===== config.mk =====
export PLATFORM = sky130hd
export DESIGN_NAME = stream_arb_mux
export DESIGN_NICKNAME = d
export VERILOG_FILES = /design/src/rtl/stream_arb_mux.sv
export SDC_FILE = /design/constraint.sdc
export NUM_CORES = 1
export LEC_CHECK = 0
export ABC_AREA = 1
export CORE_MARGIN = 1.5
export CORE_UTILIZATION = 40
export CTS_BUF_LIST = sky130_fd_sc_hd__clkbuf_8
export CTS_CLUSTER_DIAMETER = 120
export DETAILED_ROUTE_END_ITERATION = 7
export GPL_ROUTABILITY_DRIVEN = 0
export PLACE_DENSITY = 0.92
export REMOVE_ABC_BUFFERS = 1
export SLEW_MARGIN = 20
export SYNTH_ARGS = -nofsm -noshare
export SYNTH_HDL_FRONTEND = slang
export SYNTH_SLANG_ARGS = --single-unit

===== constraint.sdc =====
create_clock -name clk -period 3.3 [get_ports clk]
set_clock_uncertainty 0.2 [all_clocks]
set_input_delay 0.825 -clock clk [delete_from_list [all_inputs] [get_ports clk]]
set_output_delay 0.825 -clock clk [all_outputs]
set_load 0.1 [all_outputs]

===== src/rtl/stream_arb_mux.sv =====
// N-to-1 streaming multiplexer: an internal arbiter (round-robin or fixed priority)
// picks one valid producer per cycle and loads a single registered output stage.
module stream_arb_mux #(
  parameter int NUM_CH    = 4,
  parameter int DATA_BITS = 32,
  parameter int ARB_MODE  = 0,
  localparam int SEL_BITS = (NUM_CH > 2) ? $clog2(NUM_CH) : 1
) (
  input  logic                        clk,
  input  logic                        reset,
  input  logic [NUM_CH-1:0]           in_valid,
  input  logic [NUM_CH*DATA_BITS-1:0] in_data,
  output logic [NUM_CH-1:0]           in_ready,
  output logic                        out_valid,
  output logic [DATA_BITS-1:0]        out_data,
  output logic [SEL_BITS-1:0]         out_sel,
  input  logic                        out_ready
);

  logic [SEL_BITS-1:0] rr_ptr;
  logic [SEL_BITS-1:0] search_start;
  logic [NUM_CH-1:0]   grant;
  logic [SEL_BITS-1:0] grant_sel;
  logic                grant_any;
  logic                load;
  logic                take;
  logic [SEL_BITS-1:0] ptr_next;

  assign load         = ~out_valid | out_ready;
  assign search_start = (ARB_MODE == 0) ? rr_ptr : '0;

  // Circular search from search_start; fixed priority just starts at channel 0.
  always_comb begin : arb
    int idx;
    grant     = '0;
    grant_sel = '0;
    grant_any = 1'b0;
    idx       = 0;
    for (int off = 0; off < NUM_CH; off++) begin
      idx = int'(search_start) + off;
      if (idx >= NUM_CH) idx = idx - NUM_CH;
      if (!grant_any && in_valid[idx]) begin
        grant_any  = 1'b1;
        grant[idx] = 1'b1;
        grant_sel  = SEL_BITS'(idx);
      end
    end
  end

  assign in_ready = (load && !reset) ? grant : '0;
  assign take     = load & grant_any & ~reset;
  assign ptr_next = (grant_sel == SEL_BITS'(NUM_CH - 1)) ? '0 : grant_sel + 1'b1;

  always_ff @(posedge clk) begin
    if (reset) begin
      out_valid <= 1'b0;
      out_data  <= '0;
      out_sel   <= '0;
      rr_ptr    <= '0;
    end else if (take) begin
      out_valid <= 1'b1;
      out_data  <= in_data[int'(grant_sel)*DATA_BITS +: DATA_BITS];
      out_sel   <= grant_sel;
      if (ARB_MODE == 0) rr_ptr <= ptr_next;
    end else if (out_ready) begin
      out_valid <= 1'b0;
    end
  end

endmodule

# --- Word-level counts from Yosys, hierarchy flattened ---
# Cells that the tools add are included.
op_classes:
  n_addsub: 8
  mul: 0
  n_div: 0
  order_cmp: 12
  eq_ne: 1
  shifts: 1
  mux: 40
  n_bitwise: 8
  n_reduce_logical: 13
op_table:
  columns: ["cell", "count"]
  rows:
  - ["$ge 32x1->1 const B", 4]
  - ["$lt 32x4->1 const B", 4]
  - ["$mux 32", 4]
  - ["$shiftx 128x8->32", 1]
  - ["$mux 4", 5]
  - ["$mux 1", 18]
  - ["$or 4x4->4", 3]
  - ["$sub 3x3->4 const B", 3]
  - ["$mux 2", 5]
  - ["$ge 3x3->1 const B", 3]
  - ["$bmux 1 s2", 4]
  - ["$demux 1 s2", 4]
  - ["$logic_and 1x1->1", 8]
  - ["$add 2x2->3 const B", 2]
  - ["$logic_not 1->1", 4]
  - ["$sub 2x3->4 const B", 1]
  - ["$add 2x1->3 const B", 1]
  - ["$ge 2x3->1 const B", 1]
  - ["$add 2x1->2 const B", 1]
  - ["$and 1x1->1", 2]
  - ["$eq 2x2->1 const B", 1]
  - ["$not 1->1", 2]
  - ["$reduce_bool 2->1", 1]
  - ["$or 1x1->1", 1]
totals:
  reg_bits: 37
  latch_bits: 0
  ramBits: 0
  mem_bits_ro: 0
  in_bits: 135
  output_inout_bits: 39
  elab_cells: 87
  memories: 0

# --- Longest topological paths before layout ---
depth:
  ltp_word: 18
  ltp_mapped: 15
  mapped_depth_nobuf: 14

# --- Least setup slack after synthesis ---
# OpenSTA, ideal clock, no wires.
synth_path:
  path_kind: "input -> output"
  from: "input in_valid[2]"
  to: "output in_ready[2]"
  t_arrival_ns: 2.271
  t_required_ns: 2.275
  setup_slack_ns: 0.004
  stages: 11
  n_path_buf: 0
  cell_sequence: "inv_1 -> nand2_1 -> nand3_2 -> nand2_4 -> a21oi_1 -> nand2_1 -> o21ai_0 -> a21oi_1 -> o21ai_0 -> nand2_1 -> inv_1"
synth_between:
  elab_chain_len: 14
  elab_cells_between_ends: 29
  cone_classes: "20 x mux; 3 x bitwise; 6 x reduce/logical"
synth_lines:
  columns: ["element", "line", "rtl"]
  rows:
  - ["start: declaration", "11", "input logic [NUM_CH-1:0] in_valid,"]
  - ["$bmux 1 s2", "42", "if (!grant_any && in_valid[idx]) begin"]
  - ["$mux 1 (implied by the code) (2 in a row)", "42", null]
  - ["$mux 1", "42", null]
  - ["$logic_not 1->1", "42", null]
  - ["$logic_and 1x1->1", "42", null]
  - ["$mux 1", "42", null]
  - ["$logic_not 1->1", "42", null]
  - ["$logic_and 1x1->1", "42", null]
  - ["$mux 1", "42", null]
  - ["$logic_not 1->1", "42", null]
  - ["$logic_and 1x1->1", "42", null]
  - ["$mux 4 (*)", "42", null]
  - ["$mux 4 (*)", "50", "assign in_ready = (load && !reset) ? grant : '0;"]
  - ["end: declaration", "13", "output logic [NUM_CH-1:0] in_ready,"]
# Every way passes the cells marked *; elsewhere a longest branch is shown, timed or not. The select of a mux whose other input is x is not followed.

# --- Worst setup path after layout ---
layout_path:
  from: "register rr_ptr[1]"
  to: "output in_ready[1]"
layout_between:
  elab_chain_len: 16
  elab_cells_between_ends: 64
  cone_classes: "7 x add/sub; 12 x order compare; 32 x mux; 3 x bitwise; 10 x reduce/logical"
layout_lines:
  columns: ["element", "line", "rtl"]
  rows:
  - ["start: declaration", "20", "logic [SEL_BITS-1:0] rr_ptr;"]
  - ["start signal: assignment", "64", "if (ARB_MODE == 0) rr_ptr <= ptr_next;"]
  - ["branches (longest 14 deep; another with $ge 32x1->1)", null, null]
  - ["$mux 4 (*)", "42", null]
  - ["$mux 4 (*)", "50", null]
# Every way passes the cells marked *. The select of a mux whose other input is x is not followed.

==> metrics.cfg <==
[critical_path]
crit_path_end_kind=output pin
cpPeakStageDelay_ns=0.40
crit_type=reg -> out
crit_family=buffers and inverters
crit_slowest_cell=dfxtp_4
path_common_cell=inv_1
worst-endpoint-arrival_ns=2.21
cp.required_ns=2.27
worst_setup_path_start_kind=flip-flop
critPathBufInv=5
cp_max_fo=7
path_cells=inv_1 -> ha_4 -> inv_1 -> nand3_2 -> buf_4 -> nand2_4 -> nor2_4 -> a22oi_1 -> o221ai_2 -> nand2_1 -> inv_2 -> buf_12

[global_routing]
grt_pass1_vias=3910
antenna_found_initial=0
grt_max_degree=37
track_usage_pct=26.1
overflow=0
grt_pass1_wl_um=17600

[yosys]
synthFlopType=dfxtp_1
synth_top_area_share_pct=24.3
synth_warnings=0
ys_seq_area_share_pct=24.3
yosys.cell_types.count=30
yosysMostFrequentCell=nand2_1
yosysTopAreaCell=dfxtp_1
yosys-top-cells-area=dfxtp_1, nand2_1, nand3_1, inv_1, nor2_1
synth_edf_count=0
syn_area_um2=3050
ys_ff_latch=37
synth_common_cells=nand2_1, nand3_1, inv_1
async_flop_share_pct=0
avgSynthCellArea_um2=5.75
synth_cells=530

[route]
vias=4105
drt-vias-per-instance=5.09
initialDrtViolationCount=122
first_pass_iters=4
routed_wl_um=11300
drc=0
antenna_left=0
wl_per_cell_um=14.0

[floorplan]
die_w_um=90.3
num_io_pins=174
die_y_um=90.3
core_um2=7290
num_rows=31
initial_core_util_pct=41.8
die_area_um2=8150

[clock_network]
clock_path_buffers=2
hold_buffers=0
cts_buffers=5
tritoncts=built
insertion_delay_ns=0.28
root_buffer=clkbuf_8
cts.sinks=37
clkTransAtPathRegs_ns=0.08
htreeDepth=2

[job]
maxCapViolCount=0

[sta]
setup_viol=0
fin_crit_sh_pct=98.1
fmax_mhz=309
rsz0062_at_grt=no
worst_slew_pin_slew_ns=0.400
worst_slack_ns=0.0633
finalHoldViolCount=0
max-slew-margin-rel_pct=73.2
slew_violations=0
min_period_ns=3.24

[finish]
final_area_um2=5050
nNetsFinal=847
diodes=0
final_layout_size_suffix_gt1_share_pct=16.3
n_fill_cell=631
fin_cells=806
area_growth_pct=65.8
finish.utilization_pct=69.3

[placement]
dp_hpwl_um=8370
port_buffers=173
place_area_um2=4860
dp.cells=797
post-place-ws_ns=-0.347

[min_path]
hp-class=reg -> reg

[run_status]
outcome=finished, final reports clean

[cell type report]
class                   count  area [um2]  share of cell area [%]
clock inverters             2        35.0                   0.693
clock buffers               5        68.8                    1.36
flip-flops and latches     37         746                    14.8
repair buffers            199        1890                    37.4
well taps                  99         124                    2.45
multi-input cells         400        1950                    38.5
inverters                  64         245                    4.85
[final timing paths]
check                                          startpoint                   endpoint  slack [ns]  cells after the start
worst min register to register  out_data[17]$_SDFFE_PP0P_  out_data[17]$_SDFFE_PP0P_        0.27                      2
worst max register to register     rr_ptr[1]$_SDFFE_PP0P_  out_data[20]$_SDFFE_PP0P_        0.48                     15
worst max-delay path               rr_ptr[1]$_SDFFE_PP0P_                in_ready[1]        0.06                     12
worst min-delay path            out_data[17]$_SDFFE_PP0P_  out_data[17]$_SDFFE_PP0P_        0.27                      2
[cells by family (layout without fill, tap and decap cells)]
| kind of cell | after synthesis | after routing | synth area share [%] |
|---|---|---|---|
| and+or+nand+nor | 376 | 376 | 55.5 |
| adders and majority gates | 5 | 5 | 2.05 |
| DFF | 37 | 37 | 24.3 |
| buffers and inverters | 93 | 270 | 14.3 |
| AOI/OAI and AO/OA | 19 | 19 | 3.82 |
[registers in the layout, summed over array words and instances (netlist names)]
register	cells
out_data	32
out_sel	2
out_valid	1
rr_ptr	2
[layer usage]
metal / track usage [%] / up-vias / part of all wire [%] / routed length [um]
met1: 27.4 / 1836 / 37 / 4150
met3: 5.47 / 43 / 8.6 / 972
met2: 49.6 / 211 / 51 / 5700
met4: 11.0 / 0 / 3.8 / 430
li1: - / 2015 / - / -
met5: 0 / - / 0 / 0
[tightest hold or removal path: stages, from the launching register on]
cell and delay (ns):
dfxtp_1 0.31, nand3_1 0.07, nand2_1 0.05
[cells in the final DEF (no fill, tap or decap), types with 3 or more instances in the layout]
cell type / netlist / final
clkdlybuf4s50_1: 0 / 130
nor2_1: 56 / 55
or2_1: 8 / 8
clkbuf_2: 0 / 4
buf_12: 0 / 6
inv_2: 4 / 7
clkbuf_8: 0 / 5
ha_1: 5 / 4
inv_1: 58 / 53
buf_4: 6 / 58
nand3_1: 119 / 119
nor2_2: 2 / 3
dfxtp_1: 37 / 35
a21oi_1: 5 / 4
nand2_4: 4 / 5
nand2_1: 171 / 168
o21ai_0: 7 / 4
nand2_2: 3 / 5
[per-stage QoR]
step	hold slack, ns	setup TNS, ns
floorplan	0.438	-0.362
global placement	0.256	-0.519
detailed placement	0.263	-2.46
CTS	0.275	0
global route	0.300	0
finish	0.275	0
[what timing repair did]
action | in CTS | in global routing
setup buffers | 1 | 1
gates resized for setup | 17 | 23
endpoints found under the setup margin | 4 | 4
pin swaps | 3 | 4
Power is left out: the tool's default activity adds up to more than one toggle a clock period on the data nets, which glitch-free logic cannot reach.
